<file path="config.mk">
export PLATFORM = sky130hd
export DESIGN_NAME = mem_port_arbiter
export DESIGN_NICKNAME = d
export VERILOG_FILES = /design/src/rtl/mem_port_arbiter_pkg.sv /design/src/rtl/mem_port_arbiter_starve_ctr.sv /design/src/rtl/mem_port_arbiter.sv
export SDC_FILE = /design/constraint.sdc
export NUM_CORES = 1
export LEC_CHECK = 0
export CORE_MARGIN = 4
export CORE_UTILIZATION = 55
export DETAILED_ROUTE_END_ITERATION = 12
export DONT_BUFFER_PORTS = 1
export PLACE_DENSITY = 0.79
export SLEW_MARGIN = 20
export SYNTH_ARGS = -nofsm -noshare
export SYNTH_HDL_FRONTEND = slang
export SYNTH_HIERARCHICAL = 1
export SYNTH_SLANG_ARGS = --single-unit
export TNS_END_PERCENT = 5
</file>
<file path="constraint.sdc">
create_clock -name clk -period 2.6 [get_ports clk]
set_input_delay 0.13 -clock clk [delete_from_list [all_inputs] [get_ports clk]]
set_output_delay 0.13 -clock clk [all_outputs]
set_load 0.05 [all_outputs]
</file>
<file path="src/rtl/mem_port_arbiter_pkg.sv">
// Shared definitions for the unified-memory port arbiter: byte-write masks,
// arbiter state encodings, owner codes and small helpers.
package mem_port_arbiter_pkg;

    // Byte-write masks as produced by the control unit
    localparam logic [3:0] MEM_READ    = 4'b0000;
    localparam logic [3:0] MEM_WRITE_B = 4'b0001;
    localparam logic [3:0] MEM_WRITE_H = 4'b0011;
    localparam logic [3:0] MEM_WRITE_W = 4'b1111;

    // Transaction owner codes
    localparam logic OWNER_IF = 1'b0;
    localparam logic OWNER_LS = 1'b1;

    // Width of the starvation counter
    localparam int CNT_W = 4;

    typedef enum logic [1:0] {
        ARB_IDLE    = 2'b00,
        ARB_WAIT_IF = 2'b01,
        ARB_WAIT_LS = 2'b10
    } arb_state_t;

    // True for the two states that hold a memory request open
    function automatic logic is_wait_state(input arb_state_t s);
        return (s == ARB_WAIT_IF) || (s == ARB_WAIT_LS);
    endfunction

    // True when the mask describes a store of any size
    function automatic logic is_write(input logic [3:0] wstrb);
        return (wstrb != MEM_READ);
    endfunction

endpackage

</file>
<file path="src/rtl/mem_port_arbiter_starve_ctr.sv">
// Saturating starvation counter: counts consecutive LS grants taken while
// IF was waiting, and flags when IF must be served next.
module arb_starve_ctr
    import mem_port_arbiter_pkg::*;
#(
    parameter int unsigned MAX = 2
) (
    input  logic clk,
    input  logic rst_n,
    input  logic inc,
    input  logic clr,
    output logic at_max
);

    localparam logic [CNT_W-1:0] MAX_C = CNT_W'(MAX);
    localparam logic [CNT_W-1:0] ONE_C = CNT_W'(1);

    logic [CNT_W-1:0] cnt_r;
    logic [CNT_W-1:0] cnt_s;
    logic             at_max_r;

    // Next count: clear wins over increment, increment saturates at MAX
    always_comb begin
        cnt_s = cnt_r;
        if (clr) begin
            cnt_s = '0;
        end else if (inc && (cnt_r < MAX_C)) begin
            cnt_s = cnt_r + ONE_C;
        end else begin
            cnt_s = cnt_r;
        end
    end

    // Count register plus a registered copy of the saturation flag
    always_ff @(posedge clk) begin
        if (!rst_n) begin
            cnt_r    <= '0;
            at_max_r <= 1'b0;
        end else begin
            cnt_r    <= cnt_s;
            at_max_r <= (cnt_s == MAX_C);
        end
    end

    assign at_max = at_max_r;

endmodule

</file>
<file path="src/rtl/mem_port_arbiter.sv">
// Arbiter sharing one single-port memory between instruction fetch and
// load/store. One transaction outstanding at a time; LS has priority, with
// a starvation counter forcing an IF grant after STARVE_MAX LS wins.
module mem_port_arbiter
    import mem_port_arbiter_pkg::*;
#(
    parameter int ADDR_W     = 32,
    parameter int DATA_W     = 32,
    parameter int STARVE_MAX = 2
) (
    input  logic              clk,
    input  logic              rst_n,
    input  logic              if_req_valid,
    input  logic [ADDR_W-1:0] if_req_addr,
    output logic              if_req_ready,
    output logic              if_rsp_valid,
    output logic [DATA_W-1:0] if_rsp_data,
    input  logic              ls_req_valid,
    input  logic [ADDR_W-1:0] ls_req_addr,
    input  logic [3:0]        ls_req_wstrb,
    input  logic [DATA_W-1:0] ls_req_wdata,
    output logic              ls_req_ready,
    output logic              ls_rsp_valid,
    output logic [DATA_W-1:0] ls_rsp_data,
    output logic              mem_req,
    output logic [ADDR_W-1:0] mem_addr,
    output logic [3:0]        mem_wstrb,
    output logic [DATA_W-1:0] mem_wdata,
    input  logic              mem_ack,
    input  logic [DATA_W-1:0] mem_rdata,
    output logic              busy,
    output logic              owner
);

    arb_state_t        state_r;
    arb_state_t        state_s;
    logic              if_grant_s;
    logic              ls_grant_s;
    logic              starve_inc_s;
    logic              starve_clr_s;
    logic              starve_at_max_s;
    logic              idle_s;

    logic              mem_req_r;
    logic [ADDR_W-1:0] mem_addr_r;
    logic [3:0]        mem_wstrb_r;
    logic [DATA_W-1:0] mem_wdata_r;
    logic              busy_r;
    logic              owner_r;
    logic              if_rsp_valid_r;
    logic [DATA_W-1:0] if_rsp_data_r;
    logic              ls_rsp_valid_r;
    logic [DATA_W-1:0] ls_rsp_data_r;

    assign idle_s = (state_r == ARB_IDLE);

    arb_starve_ctr #(
        .MAX(STARVE_MAX)
    ) u_starve (
        .clk   (clk),
        .rst_n (rst_n),
        .inc   (starve_inc_s),
        .clr   (starve_clr_s),
        .at_max(starve_at_max_s)
    );

    // Same-cycle arbitration in IDLE: LS first unless IF has been starved
    always_comb begin
        if_grant_s = 1'b0;
        ls_grant_s = 1'b0;
        if (idle_s) begin
            if (ls_req_valid && if_req_valid) begin
                if (starve_at_max_s) begin
                    if_grant_s = 1'b1;
                end else begin
                    ls_grant_s = 1'b1;
                end
            end else if (ls_req_valid) begin
                ls_grant_s = 1'b1;
            end else if (if_req_valid) begin
                if_grant_s = 1'b1;
            end else begin
                if_grant_s = 1'b0;
                ls_grant_s = 1'b0;
            end
        end else begin
            if_grant_s = 1'b0;
            ls_grant_s = 1'b0;
        end
    end

    // Starvation bookkeeping: count LS wins over a waiting IF, clear otherwise
    always_comb begin
        starve_inc_s = 1'b0;
        starve_clr_s = 1'b0;
        if (idle_s) begin
            starve_inc_s = ls_grant_s & if_req_valid;
            starve_clr_s = if_grant_s | ~if_req_valid;
        end else begin
            starve_inc_s = 1'b0;
            starve_clr_s = 1'b0;
        end
    end

    // Next-state logic: accept moves to a wait state, mem_ack returns to IDLE
    always_comb begin
        state_s = state_r;
        case (state_r)
            ARB_IDLE: begin
                if (ls_grant_s) begin
                    state_s = ARB_WAIT_LS;
                end else if (if_grant_s) begin
                    state_s = ARB_WAIT_IF;
                end else begin
                    state_s = ARB_IDLE;
                end
            end
            ARB_WAIT_IF, ARB_WAIT_LS: begin
                if (mem_ack) begin
                    state_s = ARB_IDLE;
                end else begin
                    state_s = state_r;
                end
            end
            default: begin
                state_s = ARB_IDLE;
            end
        endcase
    end

    // State register
    always_ff @(posedge clk) begin
        if (!rst_n) begin
            state_r <= ARB_IDLE;
        end else begin
            state_r <= state_s;
        end
    end

    // Memory-side registers: request flag, busy/owner and captured request
    always_ff @(posedge clk) begin
        if (!rst_n) begin
            mem_req_r   <= 1'b0;
            busy_r      <= 1'b0;
            owner_r     <= OWNER_IF;
            mem_addr_r  <= '0;
            mem_wstrb_r <= MEM_READ;
            mem_wdata_r <= '0;
        end else begin
            mem_req_r <= is_wait_state(state_s);
            busy_r    <= (state_s != ARB_IDLE);
            if (ls_grant_s) begin
                owner_r     <= OWNER_LS;
                mem_addr_r  <= ls_req_addr;
                mem_wstrb_r <= ls_req_wstrb;
                mem_wdata_r <= is_write(ls_req_wstrb) ? ls_req_wdata : ls_req_wdata;
            end else if (if_grant_s) begin
                owner_r     <= OWNER_IF;
                mem_addr_r  <= if_req_addr;
                mem_wstrb_r <= MEM_READ;
                mem_wdata_r <= '0;
            end else begin
                owner_r     <= owner_r;
                mem_addr_r  <= mem_addr_r;
                mem_wstrb_r <= mem_wstrb_r;
                mem_wdata_r <= mem_wdata_r;
            end
        end
    end

    // Response capture: one-cycle pulse, data held until next own capture
    always_ff @(posedge clk) begin
        if (!rst_n) begin
            if_rsp_valid_r <= 1'b0;
            ls_rsp_valid_r <= 1'b0;
            if_rsp_data_r  <= '0;
            ls_rsp_data_r  <= '0;
        end else begin
            if_rsp_valid_r <= (state_r == ARB_WAIT_IF) && mem_ack;
            ls_rsp_valid_r <= (state_r == ARB_WAIT_LS) && mem_ack;
            if ((state_r == ARB_WAIT_IF) && mem_ack) begin
                if_rsp_data_r <= mem_rdata;
            end else begin
                if_rsp_data_r <= if_rsp_data_r;
            end
            if ((state_r == ARB_WAIT_LS) && mem_ack) begin
                ls_rsp_data_r <= mem_rdata;
            end else begin
                ls_rsp_data_r <= ls_rsp_data_r;
            end
        end
    end

    assign if_req_ready = if_grant_s;
    assign ls_req_ready = ls_grant_s;
    assign if_rsp_valid = if_rsp_valid_r;
    assign if_rsp_data  = if_rsp_data_r;
    assign ls_rsp_valid = ls_rsp_valid_r;
    assign ls_rsp_data  = ls_rsp_data_r;
    assign mem_req      = mem_req_r;
    assign mem_addr     = mem_addr_r;
    assign mem_wstrb    = mem_wstrb_r;
    assign mem_wdata    = mem_wdata_r;
    assign busy         = busy_r;
    assign owner        = owner_r;

endmodule

</file>
==> impl_metrics.json <==
{
  "initialDrtViolationCount": 596,
  "cap_violations": 0,
  "fin_crit_ps": 2470,
  "coreArea_um2": 10300,
  "synth-async-reset-ratio": 0,
  "worst-r2r-cell-count": 7,
  "synth_edf_count": 0,
  "worst_setup_path_end_kind": "flop",
  "detailed_place_hpwl_mm": 10.6,
  "tightest_slew_ps": 719,
  "holdPathStages": 2,
  "htreeDepth": 4,
  "place_congestion": 0.798,
  "synthTopCellsByArea": "dfxtp_1, nand2_1, a21boi_0",
  "die_w_um": 111,
  "synthToLayoutAreaGrowth_pct": 33.6,
  "vdd_drop_max_v": 0.000458,
  "synth_area_leader_cell": "dfxtp_1",
  "root_buffer": "clkbuf_8",
  "power_density_nw_per_um2": 769,
  "cts_inserted_buffers": 17,
  "synth_seq_area_share": 0.493,
  "fmax_mhz": 405,
  "setup_tns_ps": 0,
  "status": "complete, no violations",
  "place.port_buffers": 0,
  "synthFlopType": "dfxtp_1",
  "overflow": 0,
  "clock_skew_ps": 14.4,
  "path_cells": "inv_1 -> ha_1 -> inv_1 -> buf_4 -> a2111oi_0 -> a211oi_1 -> dlygate4sd3_1",
  "p_leak_nw": 2.89,
  "required_ps": 3010,
  "syn_area_per_cell_um2": 9.01,
  "clkLatencyLatePin_ps": 530,
  "r2r_setup_slack_ps": 130,
  "syn_area_um2": 5850,
  "row_count": 37,
  "cts_tree": "yes",
  "synthesis.instances": 649,
  "ant_nets": 0,
  "initial_core_util": 0.566,
  "antenna_found_initial": 3,
  "fin_util": 0.757,
  "max_stage_delay_ps": 610,
  "period_share": 0.949,
  "cp_max_fo": 33,
  "hold_viol_final": 0,
  "multiInputGateArea_um2": 2530,
  "critPathKind": "flop to flop",
  "cpMostUsedCell": "inv_1",
  "synth.most_common_cell": "dfxtp_1",
  "relSlewSlack": 0.520,
  "drive_gt1_frac": 0.0624,
  "dr.pass1.iters": 6,
  "synth_nets": 792,
  "fin_nets": 899,
  "drv_slew": 0,
  "rsz0062_at_grt": "no",
  "yosys_warnings": 6,
  "via_count": 5656,
  "die_area_um2": 12300,
  "cts_sinks": 144,
  "setup_violations": 0,
  "clock_path_buffers": 2,
  "synth_top_cell_area_share": 0.493,
  "routed_wl_mm": 19.9,
  "synthDistinctLibCells": 35,
  "avgViaCountPerCell": 6.23,
  "grt_max_degree": 120,
  "route.detailed.drc": 0,
  "ys_ff_latch": 144,
  "startpoint_type": "flop",
  "grt_pass1_wl_mm": 31.5,
  "ff_latch_area_um2": 2880,
  "cpMaxStageDelayCell": "dlygate4sd3_1",
  "wl_per_cell_um": 21.9,
  "grt_pass1_vias": 5729,
  "io_pins": 276,
  "grt_usage": 0.315,
  "holdCritPathClass": "input port to flop",
  "fp.dieH_um": 111,
  "fillers": 610,
  "synth_common_cells": "dfxtp_1, nand2_1, a21boi_0, inv_1, nor2b_1",
  "clk_transition_reported_paths_ps": 70,
  "cp.arrival_ps": 2870
}
==> layer usage <==
metal	vias up	track usage	routed length [um]
met5	-	0	0
met4	0	0.129	720
met3	64	0.119	2150
met2	397	0.550	10000
met1	2691	0.345	7030
li1	2504	-	-
==> worst max-delay path: cells and delay by family (launching register included) <==
family          cells  cell delay, ps
flops               1             330
buf+inv             4            1030
compound gates      2             710
fa+ha+maj           1             290
==> cell usage in the layout, fill, tap and decap left out, drive strengths merged, types with 3 or more instances in the layout <==
master         n
bufinv         3
clkbuf        22
inv           42
buf           11
dfxtp        144
a2111oi       32
and3           3
nor2           7
dlygate4sd3  136
nand2        133
a211oi        32
a32oi         36
diode          3
nor2b         38
and2           4
a21boi        65
o21ai         34
a21oi          3
ha             6
==> registers in the layout, indices dropped and copies added (netlist names) <==
name             cells
if_rsp_data         32
ls_rsp_data         32
mem_addr            32
mem_wdata           32
mem_wstrb            4
u_starve/cnt_r       4
state_r              2
busy                 1
if_rsp_valid         1
ls_rsp_valid         1
mem_req              1
owner                1
u_starve/at_max      1
==> where the power goes <==
part / switching [W] / internal (W) / total, W
combinational: 0.000326 / 0.000317 / 0.000643
clock: 0.000965 / 0.00155 / 0.00252
sequential: 0.000518 / 0.00233 / 0.00285
total: 0.00181 / 0.00420 / 0.00601
==> path summary, 6_finish.rpt <==
kind	startpoint	end
max	state_r[0]	mem_addr[18]
min	rst_n	busy
max reg2reg	state_r[0]	mem_addr[18]
min reg2reg	u_starve/cnt_r[3]	u_starve/cnt_r[3]
==> through the flow <==
stage / worst slack (ps) / std cells / power (W) / instance area, um^2 / hold WS, ps
after floorplan: 778 / 649 / 0.00317 / 5850 / 263
after global placement: 741 / 736 / 0.00322 / 5800 / 264
after detailed placement: 675 / 736 / 0.00324 / 5800 / 267
after CTS: 117 / 905 / 0.00596 / 7800 / 25.5
after global routing: 15.1 / 908 / 0.00617 / 7810 / 53.3
final: 133 / 908 / 0.00601 / 7810 / 36.5
==> timing repair <==
item	CTS	global route
setup endpoints to repair	0	32
hold buffers	137	0
hold endpoints to repair	144	0
gates resized for setup	0	4
setup buffers	0	0
==> cell families (layout without fill, tap and decap cells) <==
logic type               count (synthesis)  in the layout  share of synthesized area
AO/OA/AOI/OAI                          207            207                      0.266
AND/OR/NAND/NOR                        193            193                      0.152
XOR/XNOR                                 1              1                    0.00150
adder cells (fa/ha/maj)                  6              6                     0.0128
buffers and inverters                   98            218                     0.0749
flip-flops                             144            144                      0.493
other                                    0              3                          0
==> final cells by class <==
cell class	instances	area share
antenna	3	0.000961
clock buffer	22	0.0593
clock inverter	10	0.0191
inverter	39	0.0191
multi-input combinational	407	0.324
sequential	144	0.369
tap	136	0.0218
timing repair buffer	147	0.187
(Power assumes the default switching activity.)
